<file path="config.mk">
export PLATFORM = sky130hd
export DESIGN_NAME = pong_match_ctrl_flat
export DESIGN_NICKNAME = d
export VERILOG_FILES = /design/src/rtl/pong_match_ctrl_if.sv /design/src/rtl/pong_match_ctrl.sv /design/src/flat_wrapper.sv
export SDC_FILE = /design/constraint.sdc
export NUM_CORES = 1
export LEC_CHECK = 0
export CELL_PAD_IN_SITES_DETAIL_PLACEMENT = 0
export CELL_PAD_IN_SITES_GLOBAL_PLACEMENT = 1
export CORE_UTILIZATION = 43
export DETAILED_ROUTE_END_ITERATION = 8
export GPL_ROUTABILITY_DRIVEN = 1
export GPL_TIMING_DRIVEN = 0
export MAX_ROUTING_LAYER = met4
export PLACE_DENSITY_LB_ADDON = 0.1
export SYNTH_ARGS = -nofsm -noshare
export SYNTH_HDL_FRONTEND = slang
export SYNTH_SLANG_ARGS = --single-unit
</file>
<file path="constraint.sdc">
create_clock -name Clk -period 2.89 [get_ports Clk]
set_input_delay 0.578 -clock Clk [delete_from_list [all_inputs] [get_ports Clk]]
set_output_delay 0.578 -clock Clk [all_outputs]
set_load 0.02 [all_outputs]
</file>
<file path="src/rtl/pong_match_ctrl_if.sv">
// Signal bundle between the Pong match sequencer and its surroundings:
// VGA frame timing and ball/paddle events in, ball control and score out.
interface pong_match_ctrl_if;
  logic       frame_clk;
  logic       start;
  logic       miss_l;
  logic       miss_r;
  logic       hit_l;
  logic       hit_r;
  logic       ball_hold;
  logic       serve_dir;
  logic [3:0] l_score;
  logic [3:0] r_score;
  logic [1:0] speed_level;
  logic [1:0] winner;
  logic [2:0] state;

  modport master (
    output frame_clk, start, miss_l, miss_r, hit_l, hit_r,
    input  ball_hold, serve_dir, l_score, r_score, speed_level, winner, state
  );

  modport slave (
    input  frame_clk, start, miss_l, miss_r, hit_l, hit_r,
    output ball_hold, serve_dir, l_score, r_score, speed_level, winner, state
  );
endinterface

</file>
<file path="src/rtl/pong_match_ctrl.sv">
// Pong match sequencer: edge-detects start/miss/hit/frame events and runs
// the IDLE -> SERVE -> PLAY -> POINT -> GAMEOVER match flow, keeping the
// scores and declaring the winner.
// Optional feature: define PONG_SPEEDUP_EN to build the rally hit counter
// that drives speed_level; without it hit_l/hit_r are ignored and
// speed_level is tied to 0.
module pong_match_ctrl #(
  parameter int WIN_SCORE      = 7,
  parameter int SERVE_FRAMES   = 60,
  parameter int HITS_PER_LEVEL = 4
) (
  input logic              Clk,
  input logic              Reset_n,
  pong_match_ctrl_if.slave io
);

  localparam logic [2:0] IDLE     = 3'd0;
  localparam logic [2:0] SERVE    = 3'd1;
  localparam logic [2:0] PLAY     = 3'd2;
  localparam logic [2:0] POINT    = 3'd3;
  localparam logic [2:0] GAMEOVER = 3'd4;

  // Event bit positions in the conditioning pipeline.
  localparam int EV_FRAME  = 0;
  localparam int EV_START  = 1;
  localparam int EV_MISS_L = 2;
  localparam int EV_MISS_R = 3;

`ifdef PONG_SPEEDUP_EN
  localparam int EV_HIT_L = 4;
  localparam int EV_HIT_R = 5;
  localparam int N_IN     = 6;
`else
  localparam int N_IN     = 4;
`endif

  logic [N_IN-1:0] raw_in;
  logic [N_IN-1:0] sync_q;
  logic [N_IN-1:0] prev_q;
  logic [N_IN-1:0] evt_q;

`ifdef PONG_SPEEDUP_EN
  assign raw_in = {io.hit_r, io.hit_l, io.miss_r, io.miss_l, io.start, io.frame_clk};
`else
  assign raw_in = {io.miss_r, io.miss_l, io.start, io.frame_clk};
`endif

  // Register inputs, keep their previous value and register one-cycle pulses:
  // rising edges for the event inputs, falling edge for the active-low vsync.
  always_ff @(posedge Clk) begin
    // NOTE: reset is synchronous here, so it lives inside the clocked branch
    // rather than in the sensitivity list.
    if (!Reset_n) begin
      sync_q <= '0;
      prev_q <= '0;
      evt_q  <= '0;
    end else begin
      // NOTE: non-blocking assignments make prev_q capture the old sync_q,
      // which is exactly what the edge compare needs.
      sync_q <= raw_in;
      prev_q <= sync_q;
      evt_q  <= {sync_q[N_IN-1:1] & ~prev_q[N_IN-1:1],
                 prev_q[EV_FRAME] & ~sync_q[EV_FRAME]};
    end
  end

  logic frame_tick, start_ev, miss_l_ev, miss_r_ev;
  assign frame_tick = evt_q[EV_FRAME];
  assign start_ev   = evt_q[EV_START];
  assign miss_l_ev  = evt_q[EV_MISS_L];
  assign miss_r_ev  = evt_q[EV_MISS_R];

  logic [2:0] state_q;
  logic       ball_hold_q;
  logic       serve_dir_q;
  logic [3:0] l_score_q;
  logic [3:0] r_score_q;
  logic [1:0] winner_q;
  logic [7:0] count_q;
  logic       point_won;

  // serve_dir doubles as "who lost the last point": 1 means the right side scored.
  assign point_won = serve_dir_q ? (r_score_q == 4'(WIN_SCORE))
                                 : (l_score_q == 4'(WIN_SCORE));

  // Match state machine; ball_hold is registered alongside the next state.
  always_ff @(posedge Clk) begin
    if (!Reset_n) begin
      state_q     <= IDLE;
      ball_hold_q <= 1'b1;
      serve_dir_q <= 1'b0;
      l_score_q   <= 4'd0;
      r_score_q   <= 4'd0;
      winner_q    <= 2'b00;
      count_q     <= 8'd0;
    end else begin
      case (state_q)
        IDLE, GAMEOVER: begin
          if (start_ev) begin
            l_score_q   <= 4'd0;
            r_score_q   <= 4'd0;
            winner_q    <= 2'b00;
            serve_dir_q <= 1'b0;
            count_q     <= 8'(SERVE_FRAMES);
            state_q     <= SERVE;
            ball_hold_q <= 1'b1;
          end
        end
        SERVE: begin
          if (frame_tick) begin
            count_q <= count_q - 8'd1;
            if (count_q == 8'd1) begin
              state_q     <= PLAY;
              ball_hold_q <= 1'b0;
            end
          end
        end
        PLAY: begin
          if (miss_l_ev) begin
            r_score_q   <= r_score_q + 4'd1;
            serve_dir_q <= 1'b1;
            state_q     <= POINT;
            ball_hold_q <= 1'b1;
          end else if (miss_r_ev) begin
            l_score_q   <= l_score_q + 4'd1;
            serve_dir_q <= 1'b0;
            state_q     <= POINT;
            ball_hold_q <= 1'b1;
          end
        end
        POINT: begin
          ball_hold_q <= 1'b1;
          if (point_won) begin
            winner_q <= serve_dir_q ? 2'b10 : 2'b01;
            state_q  <= GAMEOVER;
          end else begin
            count_q <= 8'(SERVE_FRAMES);
            state_q <= SERVE;
          end
        end
        default: begin
          state_q     <= IDLE;
          ball_hold_q <= 1'b1;
        end
      endcase
    end
  end

`ifdef PONG_SPEEDUP_EN
  logic [3:0] rally_q;
  logic [3:0] rally_inc;
  logic [1:0] speed_q;
  logic       hit_ev;

  assign hit_ev    = evt_q[EV_HIT_L] | evt_q[EV_HIT_R];
  assign rally_inc = (rally_q == 4'hF) ? 4'hF : rally_q + 4'd1;

  function automatic logic [1:0] level_of(input logic [3:0] hits);
    logic [3:0] quo;
    quo = hits / 4'(HITS_PER_LEVEL);
    return (quo > 4'd3) ? 2'd3 : quo[1:0];
  endfunction

  // Rally hit counter and speed level: count hits in PLAY, clear on point or new match.
  always_ff @(posedge Clk) begin
    if (!Reset_n) begin
      rally_q <= 4'd0;
      speed_q <= 2'd0;
    end else if (state_q == POINT ||
                 (start_ev && (state_q == IDLE || state_q == GAMEOVER))) begin
      rally_q <= 4'd0;
      speed_q <= 2'd0;
    end else if (state_q == PLAY && hit_ev) begin
      rally_q <= rally_inc;
      speed_q <= level_of(rally_inc);
    end
  end

  assign io.speed_level = speed_q;
`else
  assign io.speed_level = 2'd0;
`endif

  assign io.state     = state_q;
  assign io.ball_hold = ball_hold_q;
  assign io.serve_dir = serve_dir_q;
  assign io.l_score   = l_score_q;
  assign io.r_score   = r_score_q;
  assign io.winner    = winner_q;

endmodule

</file>
<file path="src/flat_wrapper.sv">
// flat-port wrapper written by rule: the top's interface ports become plain ports
module pong_match_ctrl_flat 
#(
  parameter int WIN_SCORE      = 7,
  parameter int SERVE_FRAMES   = 60,
  parameter int HITS_PER_LEVEL = 4
)
  (Clk, Reset_n, io_frame_clk, io_start, io_miss_l, io_miss_r, io_hit_l, io_hit_r, io_ball_hold, io_serve_dir, io_l_score, io_r_score, io_speed_level, io_winner, io_state);
  pong_match_ctrl_if io_i ();
  input logic Clk;
  input logic Reset_n;
  input wire logic [$bits(io_i.frame_clk)-1:0] io_frame_clk;
  input wire logic [$bits(io_i.start)-1:0] io_start;
  input wire logic [$bits(io_i.miss_l)-1:0] io_miss_l;
  input wire logic [$bits(io_i.miss_r)-1:0] io_miss_r;
  input wire logic [$bits(io_i.hit_l)-1:0] io_hit_l;
  input wire logic [$bits(io_i.hit_r)-1:0] io_hit_r;
  output wire logic [$bits(io_i.ball_hold)-1:0] io_ball_hold;
  output wire logic [$bits(io_i.serve_dir)-1:0] io_serve_dir;
  output wire logic [$bits(io_i.l_score)-1:0] io_l_score;
  output wire logic [$bits(io_i.r_score)-1:0] io_r_score;
  output wire logic [$bits(io_i.speed_level)-1:0] io_speed_level;
  output wire logic [$bits(io_i.winner)-1:0] io_winner;
  output wire logic [$bits(io_i.state)-1:0] io_state;
  assign io_i.frame_clk = io_frame_clk;
  assign io_i.start = io_start;
  assign io_i.miss_l = io_miss_l;
  assign io_i.miss_r = io_miss_r;
  assign io_i.hit_l = io_hit_l;
  assign io_i.hit_r = io_hit_r;
  assign io_ball_hold = io_i.ball_hold;
  assign io_serve_dir = io_i.serve_dir;
  assign io_l_score = io_i.l_score;
  assign io_r_score = io_i.r_score;
  assign io_speed_level = io_i.speed_level;
  assign io_winner = io_i.winner;
  assign io_state = io_i.state;
  pong_match_ctrl #(.WIN_SCORE(WIN_SCORE), .SERVE_FRAMES(SERVE_FRAMES), .HITS_PER_LEVEL(HITS_PER_LEVEL)) u_core (.Clk(Clk), .Reset_n(Reset_n), .io(io_i));
endmodule
</file>
==> impl_metrics.env <==
export IMPL_outcome="finished clean"
export IMPL_postLayoutCoreUtil_pct=54.48
export IMPL_synth_edf_count=0
export IMPL_ff_latch_area_um2=700.7
export IMPL_netlist_cell_type_count=53
export IMPL_grt_pass1_wl_um=5906
export IMPL_cap_violations=0
export IMPL_clockBufferDepth=2
export IMPL_critPathSlowestCell="clkdlybuf4s50_1"
export IMPL_grt_max_degree=11
export IMPL_yosysMostFrequentCell="dfxtp_1"
export IMPL_synth_seq_cells=35
export IMPL_die_height_um=64.37
export IMPL_diodes=0
export IMPL_dr_total_vias=1383
export IMPL_die_x_um=64.37
export IMPL_async_flop_share_pct=0
export IMPL_drc=0
export IMPL_synth_area_leaders="dfxtp_1, nand3_1, a21oi_1"
export IMPL_h_tree_depth=2
export IMPL_area_delta_synth_final_pct=20.12
export IMPL_layout_setup_ws_ns=0.9501
export IMPL_r2r_slack_ns=1.31
export IMPL_overflow=0
export IMPL_yosysSeqAreaShare_pct=41.88
export IMPL_synth_common_cells="dfxtp_1, nand3_1, a21oi_1"
export IMPL_fin_crit_sh_pct=67.12
export IMPL_intPower_mw=0.7141
export IMPL_synth_ff_type="dfxtp_1"
export IMPL_path_cells="clkdlybuf4s50_1"
export IMPL_p_comb_share_pct=13.3
export IMPL_avgViaCountPerCell=5.445
export IMPL_clockPowerShare_pct=33.8
export IMPL_critPathCaptureType="primary output"
export IMPL_rr_worst_depth=6
export IMPL_critPathTopFamily="buffers and inverters"
export IMPL_wl_per_cell_um=14.16
export IMPL_path_class="reg2out"
export IMPL_whs_ns=0.3811
export IMPL_grt_pass1_vias=1272
export IMPL_design_area_mm2=0.002009
export IMPL_regToRegEndpoint="u_core.count_q[6]$_SDFFE_PN0P_"
export IMPL_leakage_nw=0.7083
export IMPL_cts_tree="done"
export IMPL_avgSynthCellArea_um2=9.346
export IMPL_whs_path_depth=1
export IMPL_setup_viol=0
export IMPL_maxSlewViolCount=0
export IMPL_slowest_delay_ns=0.64
export IMPL_cts_resized=0
export IMPL_fmax_mhz=515.5
export IMPL_slew_limit_headroom_pct=62.49
export IMPL_yosys_warnings=0
export IMPL_min_to="u_core.evt_q[2]$_SDFF_PN0_"
export IMPL_cts_buffers=5
export IMPL_clk_pin_slew_ns=0.07
export IMPL_setup_tns_ns=0
export IMPL_crit_buf_inv=1
export IMPL_wirelength_um=3596
export IMPL_hold_viol=0
export IMPL_hpwl_um=2510
export IMPL_ir_drop_v=0.0003261
export IMPL_worst_ep_required_time_ns=2.31
export IMPL_finClkSkew_ns=0.004209
export IMPL_antenna_found_initial=0
export IMPL_nets=219
export IMPL_postCtsHoldBufs=0
export IMPL_clkLatencyLatePin_ns=0.29
export IMPL_postCtsSetupBuffers=0
export IMPL_multiInputGateArea_um2=872.1
export IMPL_post_dp_cell_area_mm2=0.001937
export IMPL_place_gp_congestion=0.7932
export IMPL_worstPathMaxFanout=6
export IMPL_ioPinCount=25
export IMPL_grt_usage_pct=19.72
export IMPL_port_buffers=20
export IMPL_hold_class="reg2reg"
export IMPL_arrival_ns=1.36
export IMPL_min_from="u_core.prev_q[2]$_SDFF_PN0_"
export IMPL_synthCells=179
export IMPL_layout_drive_gt1_share_pct=12.14
export IMPL_timing_rr_start="u_core.io.state[0]$_SDFFE_PN0P_"
export IMPL_ant_nets=0
export IMPL_start_kind="register"
export IMPL_rows=22
export IMPL_rsz0062_at_grt="false"
export IMPL_seq_power_share_pct=52.9
export IMPL_tightest_slew_ns=0.5627
export IMPL_drt_iter0_markers=53
export IMPL_place_ws_ns=0.9250
export IMPL_drtPass1Iterations=4
export IMPL_power_density_mw_per_mm2=478.7
export IMPL_fillers=371
export IMPL_core_mm2=0.003689
export IMPL_syn_area_mm2=0.001673
export IMPL_switching_power_mw=0.2478
export IMPL_clockRootBuffer="clkbuf_8"
export IMPL_initial_utilization_pct=45.35
export IMPL_synth_top_cell_area_share_pct=41.88
export IMPL_switching_share_pct=25.76
export IMPL_dieArea_mm2=0.004144
export IMPL_fin_crit_ns=1.940
export IMPL_synth_area_leader_cell="dfxtp_1"
export IMPL_cts_sinks=35
[layout make-up]
| cell class | instances | share of cell area (%) |
|---|---|---|
| buffer | 11 | 4.234 |
| clock buffer | 6 | 3.611 |
| inverter | 5 | 0.9340 |
| multi-input combinational | 129 | 43.40 |
| sequential | 35 | 34.87 |
| tap | 48 | 2.989 |
| timing repair buffer | 20 | 9.963 |
[stage by stage]
step / power, mW / cells
after detailed placement: 0.6457 / 248
final: 0.9618 / 254
after CTS: 0.9708 / 254
after global routing: 1.006 / 254
after global placement: 0.6422 / 248
after floorplan: 0.6113 / 180
[how the worst max path moves through the flow]
| stage | start | endpoint | depth (start not counted) |
|---|---|---|---|
| floorplan | u_core.io.state[1]$_SDFFE_PN0P_ | u_core.count_q[4]$_SDFFE_PN0P_ | 6 |
| global placement | Reset_n | u_core.io.state[1]$_SDFFE_PN0P_ | 4 |
| detailed placement | Reset_n | u_core.evt_q[0]$_SDFF_PN0_ | 4 |
| CTS | u_core.io.serve_dir$_SDFFE_PN0P_ | io_serve_dir | 1 |
| global route | u_core.io.serve_dir$_SDFFE_PN0P_ | io_serve_dir | 1 |
| finish | u_core.io.serve_dir$_SDFFE_PN0P_ | io_serve_dir | 1 |
[sequential cells by signal, summed over array words and instances, names as in the netlist]
signal,flops
u_core.evt_q,4
u_core.prev_q,4
u_core.io.serve_dir,1
u_core.io.ball_hold,1
u_core.io.winner,2
u_core.count_q,8
u_core.sync_q,4
u_core.io.l_score,4
u_core.io.state,3
u_core.io.r_score,4
[logic make-up after synthesis]
kind of cell             Yosys count  share of synthesized area (%)
flip-flops                        35                          41.88
AND/OR/NAND/NOR                   73                          25.43
buffers and inverters             16                          6.207
AO/OA/AOI/OAI                     45                          20.42
other                              1                         0.2242
XOR/XNOR                           3                          1.571
multiplexers                       2                          1.271
adder cells (fa/ha/maj)            4                          2.992
[routing by layer]
metal | track usage, % | wire length, um | vias to the layer above
met5 | - | 0 | -
met4 | 9.444 | 59 | 0
met3 | 5.357 | 127 | 5
met2 | 26.58 | 1583 | 36
met1 | 26.86 | 1825 | 651
li1 | - | - | 691
[power groups by stage]
stage | clock network (mW) | logic, mW | registers [mW]
5_1_grt | 0.357 | 0.140 | 0.510
2_1_floorplan | 0 | 0.0915 | 0.520
4_1_cts | 0.336 | 0.127 | 0.508
3_3_place_gp | 0 | 0.124 | 0.519
6_report | 0.326 | 0.128 | 0.508
3_5_place_dp | 0 | 0.126 | 0.519
[placed cells by master (no fill, tap or decap), types with 2 or more instances in the layout]
| cell | Yosys | layout |
|---|---|---|
| dfxtp_1 | 35 | 35 |
| clkdlybuf4s50_1 | 0 | 20 |
| nand3_1 | 15 | 15 |
| a21oi_1 | 13 | 13 |
| nor2_1 | 12 | 12 |
| nand2_1 | 11 | 11 |
| and2_1 | 10 | 10 |
| o21a_1 | 5 | 5 |
| clkbuf_8 | 0 | 5 |
| buf_6 | 4 | 4 |
| a31oi_1 | 4 | 4 |
| a211oi_1 | 4 | 4 |
| ha_1 | 4 | 4 |
| inv_1 | 3 | 3 |
| buf_4 | 3 | 3 |
| nor2b_1 | 3 | 3 |
| xor2_1 | 3 | 3 |
| clkbuf_1 | 1 | 2 |
| nor3b_1 | 2 | 2 |
| or3b_1 | 2 | 2 |
| inv_2 | 2 | 2 |
| or3_1 | 2 | 2 |
| nand2b_1 | 2 | 2 |
| or2_1 | 2 | 2 |
| buf_2 | 2 | 2 |
| nand3b_1 | 2 | 2 |
| nor3_1 | 2 | 2 |
| and3_1 | 2 | 2 |
| o211ai_1 | 2 | 2 |
| a41oi_1 | 2 | 2 |
| conb_1 | 1 | 2 |
No activity file was read; power rests on OpenSTA's default activity.
